[src/rtl/dlx_pkg.sv]
// dlx_pkg: shared DLX opcodes, controller state encoding and opcode-class helper
package dlx_pkg;
  typedef enum logic [2:0] {IDLE, READ, OPER, RESW, WB} state_t;
  localparam logic [5:0] OP_RTYPE = 6'h00;
  localparam logic [5:0] OP_FTYPE = 6'h01;
  localparam logic [5:0] OP_J     = 6'h02;
  localparam logic [5:0] OP_JAL   = 6'h03;
  localparam logic [5:0] OP_ADDI  = 6'h08;
  localparam logic [5:0] OP_LHI   = 6'h0F;
  localparam logic [5:0] OP_RFE   = 6'h10;
  localparam logic [5:0] OP_TRAP  = 6'h11;
  localparam logic [5:0] OP_JALR  = 6'h13;
  localparam logic [5:0] OP_SEQI  = 6'h18;
  localparam logic [5:0] OP_SGEI  = 6'h1D;
  localparam logic [5:0] OP_LB    = 6'h20;
  localparam logic [5:0] OP_LHU   = 6'h25;
  function automatic logic is_rtype(input logic [5:0] op);
    return op == OP_RTYPE || op == OP_FTYPE;
  endfunction
endpackage

[src/rtl/dlx_dest_decode.sv]
// dlx_dest_decode: instruction word -> write-back destination, write-required flag, extended immediate
//   instr in 32 | dest out REG_AW | wr out 1 | imm out DATA_W (imm16 or off26, sign-extended; 0 for R-type)
module dlx_dest_decode
  import dlx_pkg::*;
#(
  parameter int DATA_W   = 32,
  parameter int REG_AW   = 5,
  parameter int LINK_REG = 31
) (
  input  logic [31:0]       instr,
  output logic [REG_AW-1:0] dest,
  output logic              wr,
  output logic [DATA_W-1:0] imm
);
  logic [5:0] op;
  logic rtype, link, jtype;
  assign op    = instr[31:26];
  assign rtype = is_rtype(op);
  assign link  = op == OP_JAL || op == OP_JALR;
  assign jtype = op == OP_J || op == OP_JAL || op == OP_RFE || op == OP_TRAP;
  assign dest  = rtype ? REG_AW'(instr[15:11]) : link ? REG_AW'(LINK_REG) : REG_AW'(instr[20:16]);
  assign wr    = rtype || link || (op inside {[OP_ADDI:OP_LHI], [OP_SEQI:OP_SGEI], [OP_LB:OP_LHU]});
  assign imm   = rtype ? '0 :
                 jtype ? {{(DATA_W-26){instr[25]}}, instr[25:0]} :
                         {{(DATA_W-16){instr[15]}}, instr[15:0]};
endmodule

[src/rtl/dlx_regfile_access_ctrl.sv]
// dlx_regfile_access_ctrl: one-instruction-in-flight RF read / execute handoff / write-back controller
//   instr_valid/instr_ready/instr : instruction intake (accepted only in IDLE)
//   rf_rs/rf_rt/rf_a/rf_b         : RF read ports, indices always from the held instruction
//   rf_rd/rf_we/rf_wdata          : RF write port, rf_we only in the WB cycle
//   op_valid/op_ready/op_*        : operands to execute;  res_valid/res_ready/res_data : result back
module dlx_regfile_access_ctrl
  import dlx_pkg::*;
#(
  parameter int DATA_W   = 32,
  parameter int REG_AW   = 5,
  parameter int LINK_REG = 31
) (
  input  logic              clock,
  input  logic              reset,
  input  logic              instr_valid,
  output logic              instr_ready,
  input  logic [31:0]       instr,
  output logic [REG_AW-1:0] rf_rs,
  output logic [REG_AW-1:0] rf_rt,
  output logic [REG_AW-1:0] rf_rd,
  output logic              rf_we,
  output logic [DATA_W-1:0] rf_wdata,
  input  logic [DATA_W-1:0] rf_a,
  input  logic [DATA_W-1:0] rf_b,
  output logic              op_valid,
  input  logic              op_ready,
  output logic [DATA_W-1:0] op_a,
  output logic [DATA_W-1:0] op_b,
  output logic [DATA_W-1:0] op_imm,
  output logic [5:0]        op_opcode,
  output logic [10:0]       op_func,
  input  logic              res_valid,
  output logic              res_ready,
  input  logic [DATA_W-1:0] res_data,
  output logic              busy
);
  state_t state, state_n;
  logic [31:0] ir;
  logic [DATA_W-1:0] a, b, r;
  logic [REG_AW-1:0] dest;
  logic wr, do_wb;
  dlx_dest_decode #(.DATA_W(DATA_W), .REG_AW(REG_AW), .LINK_REG(LINK_REG)) u_dec (
    .instr(ir),
    .dest (dest),
    .wr   (wr),
    .imm  (op_imm)
  );
  // R0 is hardwired zero, so a write to it skips the WB cycle entirely
  assign do_wb = wr && dest != '0;
  always_ff @(posedge clock or posedge reset)
    if (reset) begin
      state <= IDLE;
      ir    <= '0;
      a     <= '0;
      b     <= '0;
      r     <= '0;
    end else begin
      state <= state_n;
      if (state == IDLE && instr_valid) ir <= instr;
      if (state == READ) begin
        a <= rf_a;
        b <= rf_b;
      end
      if (state == RESW && res_valid) r <= res_data;
    end
  always_comb begin
    state_n = state;
    case (state)
      IDLE:    state_n = instr_valid ? READ : IDLE;
      READ:    state_n = OPER;
      OPER:    state_n = op_ready ? RESW : OPER;
      RESW:    state_n = !res_valid ? RESW : do_wb ? WB : IDLE;
      default: state_n = IDLE;
    endcase
  end
  assign instr_ready = state == IDLE;
  assign op_valid    = state == OPER;
  assign res_ready   = state == RESW;
  assign rf_we       = state == WB;
  assign busy        = state != IDLE;
  assign rf_rs       = REG_AW'(ir[25:21]);
  assign rf_rt       = REG_AW'(ir[20:16]);
  assign rf_rd       = dest;
  assign rf_wdata    = r;
  assign op_a        = a;
  assign op_b        = b;
  assign op_opcode   = ir[31:26];
  assign op_func     = is_rtype(ir[31:26]) ? ir[10:0] : '0;
endmodule

[config.mk]
export PLATFORM = sky130hd
export DESIGN_NAME = dlx_regfile_access_ctrl
export DESIGN_NICKNAME = d
export VERILOG_FILES = /design/src/rtl/dlx_pkg.sv /design/src/rtl/dlx_dest_decode.sv /design/src/rtl/dlx_regfile_access_ctrl.sv
export SDC_FILE = /design/constraint.sdc
export NUM_CORES = 1
export LEC_CHECK = 0
export CAP_MARGIN = 10
export CORE_MARGIN = 1
export CORE_UTILIZATION = 36
export CTS_CLUSTER_SIZE = 16
export DETAILED_ROUTE_END_ITERATION = 10
export PLACE_DENSITY = 0.78
export SETUP_SLACK_MARGIN = 0.15
export SYNTH_ARGS = -nofsm -noshare
export SYNTH_HDL_FRONTEND = slang
export SYNTH_SLANG_ARGS = --single-unit
[constraint.sdc]
create_clock -name clock -period 4.74 [get_ports clock]
set_clock_uncertainty 0.1 [all_clocks]
set_input_delay 0.948 -clock clock [delete_from_list [all_inputs] [get_ports clock]]
set_output_delay 0.948 -clock clock [all_outputs]
set_load 0.02 [all_outputs]
==> qor.csv <==
metric,value,unit
Unique masters post-synth,32,
syn_nets,539,
vias in the first global route,4500,
detailed placement HPWL,11.1,mm
WHS Path Cells,1,
Crit. End Element,output pin,
synthesized flop and latch total,131,
Sink Count,131,
final setup vio count,0,
sequential share of the synthesized area,58.7,%
Layout Nets,818,
Yosys Warn Count,0,
Die ar.,16000,um2
residual DRC count,0,
WS Path Type,flip-flop to output pin,
most frequent cells in the layout,"clkdlybuf4s50_1, dfrtp_1, mux2_2",
final core occ,60.8,%
multi-input logic area,2020,um2
Achievable Freq,0.244,GHz
worst-path fanout max,19,
asr flop ratio synth,100,%
Min-Delay Endpoint,rf_wdata[12],
Layout area overhead,65.3,%
via count,4212,
Initial Util,36.8,%
cts hold-fix bufs,0,
"commonest non-fill, non-tap cell in the layout",clkdlybuf4s50_1,
maxcap violations,0,
fillers,1155,
# rows,45,
post-CTS setup buffer count,0,
RePlAce Congestion,0.790,
worst path required time,3690,ps
"CP delay by family, top",simple AND/OR/NAND/NOR gates,
gr usage total,19.4,%
WL final,15.2,mm
Die Height,127,um
# resized after CTS,0,
Synth Cell Area,5590,um2
DR vias/cell,4.75,
Core ar.,15200,um2
num ports,298,
IO Port Bufs,297,
"CTS clk-pin slew, worst paths",60,ps
CTS H-tree depth,4,
Worst path slowest cell,nor4_4,
clk buf depth,2,
"Arr. time, crit path",3050,ps
initial drt markers,149,
Inserted Diodes,0,
Clock Latency Late Sink,410,ps
Post-synth EDFFs,0,
CP Cell Sequence,"nor4_4, nand2_1, o22a_1, clkdlybuf4s50_1",
Slew Limit Headroom,36.4,%
worst slew pin tran,954,ps
Die X,127,um
Bufs and invs on worst path,1,
RSZ-0062 raised after global routing,no,
Max Slew Vio Count,0,
"setup slack, reg-to-reg",2110,ps
Startpoint Class,flip-flop,
Max VDD drop,448,uV
remaining antenna violation count,0,
Setup TNS,0,ps
final hold vios,0,
DRT Pass-1 Iters,4,
Final Cycle Share,86.5,%
register area,3280,um2
largest net degree at the start of global routing,77,
top_reg_cell synth,dfrtp_1,
CTS tree,built,
Tmin final,4100,ps
status,completed,
syn avg cell area,13.8,um2
worst hold path class,flip-flop to flip-flop,
CTS Buf Count,17,
synthesized instance count,406,
worst hold start,rf_wdata[12],
root buf cell,clkbuf_16,
CP max stage delay,720,ps
first-pass GRT wire length,24.0,mm
reg2reg end,ir[31],
Routed WL per cell,17.1,um
share of cells above drive strength 1,23.8,%
initial antenna violation count,0,
P_leak,3.79,nW
GRT overflow,0,
Worst Reg2Reg Path Length in Cells,4,
PwrDens,806,nW/um2
r2r startpoint,state[1],
[synthesized netlist by cell type (2+ instances only)]
cell type  count  area (um2)
o21bai_1       2        15.0
buf_2         12        60.1
and2_1        21         131
nor3b_1        3        22.5
buf_4         24         180
clkbuf_1       6        22.5
a21oi_1       12        60.1
o21ai_0        6        30.0
nor3_1         3        15.0
inv_1          9        33.8
nand3_1       10        50.1
nand2_1       10        37.5
and3_1        11        68.8
nand3b_1       3        22.5
a22oi_1        2        15.0
mux2_2       123        1390
o31ai_1        3        22.5
nor2b_1        2        12.5
dfrtp_1      131        3280
[per-layer routing]
metal	global-route usage (%)	part of all wire (%)	wire length [um]
met5	0	0	0
met3	6.45	7.6	1150
met4	7.94	2.4	358
met1	22.1	40	6020
met2	33.5	50	7640
[where the power goes]
part / switching (W) / internal, W / leakage (nW)
Combinational: 0.00189 / 0.00205 / 1.93
Clock: 0.000487 / 0.000947 / 0.310
Sequential: 0.000382 / 0.00170 / 1.56
Total: 0.00275 / 0.00470 / 3.79
[registers in the layout (all words and copies together), names as in the netlist]
name / cells
ir: 32
rf_wdata: 32
op_a: 32
op_b: 32
state: 3
[cells by family after synthesis]
kind of cell | count (synthesis) | synth area share [%]
flip-flops | 131 | 58.7
XOR/XNOR | 1 | 0.157
buffers and inverters | 51 | 5.31
AO/OA/AOI/OAI | 32 | 3.74
multiplexers | 123 | 24.8
AND/OR/NAND/NOR | 68 | 7.37
[stage by stage]
step	hold WS, ps	instance area (um2)	power (W)	worst slack (ps)	std cells
final	401	9240	0.00745	640	886
after floorplan	386	5590	0.00428	194	406
after detailed placement	393	8590	0.00605	1100	854
after global routing	409	9240	0.00783	460	886
after CTS	406	9240	0.00753	625	886
after global placement	388	8590	0.00596	1260	854
[worst register-to-register path, cell delays in order, from the launching register on]
cell	delay, ps
dfrtp_1	440
nor3_1	400
and2_1	830
buf_4	380
mux2_2	370
[worst max-delay path by stage]
| stage | from | endpoint | slack [ps] | cells after the start |
|---|---|---|---|---|
| 6_report | ir[28] | rf_rd[2] | 640 | 4 |
| 5_1_grt | ir[28] | rf_rd[2] | 460 | 4 |
| 4_1_cts | ir[28] | rf_rd[2] | 630 | 4 |
| 3_5_place_dp | ir[28] | rf_rd[2] | 1100 | 4 |
| 3_3_place_gp | ir[28] | rf_rd[2] | 1260 | 4 |
| 2_1_floorplan | reset | ir[0] | 190 | 1 |
[final cells by class]
type | count | area share [%]
sequential | 131 | 35.5
timing repair buffer | 302 | 32.7
tap | 188 | 2.55
clock buffer | 19 | 4.79
clock inverter | 13 | 2.22
inverter | 9 | 0.393
multi-input combinational | 224 | 21.9
No activity file was read; power rests on OpenSTA's default activity.
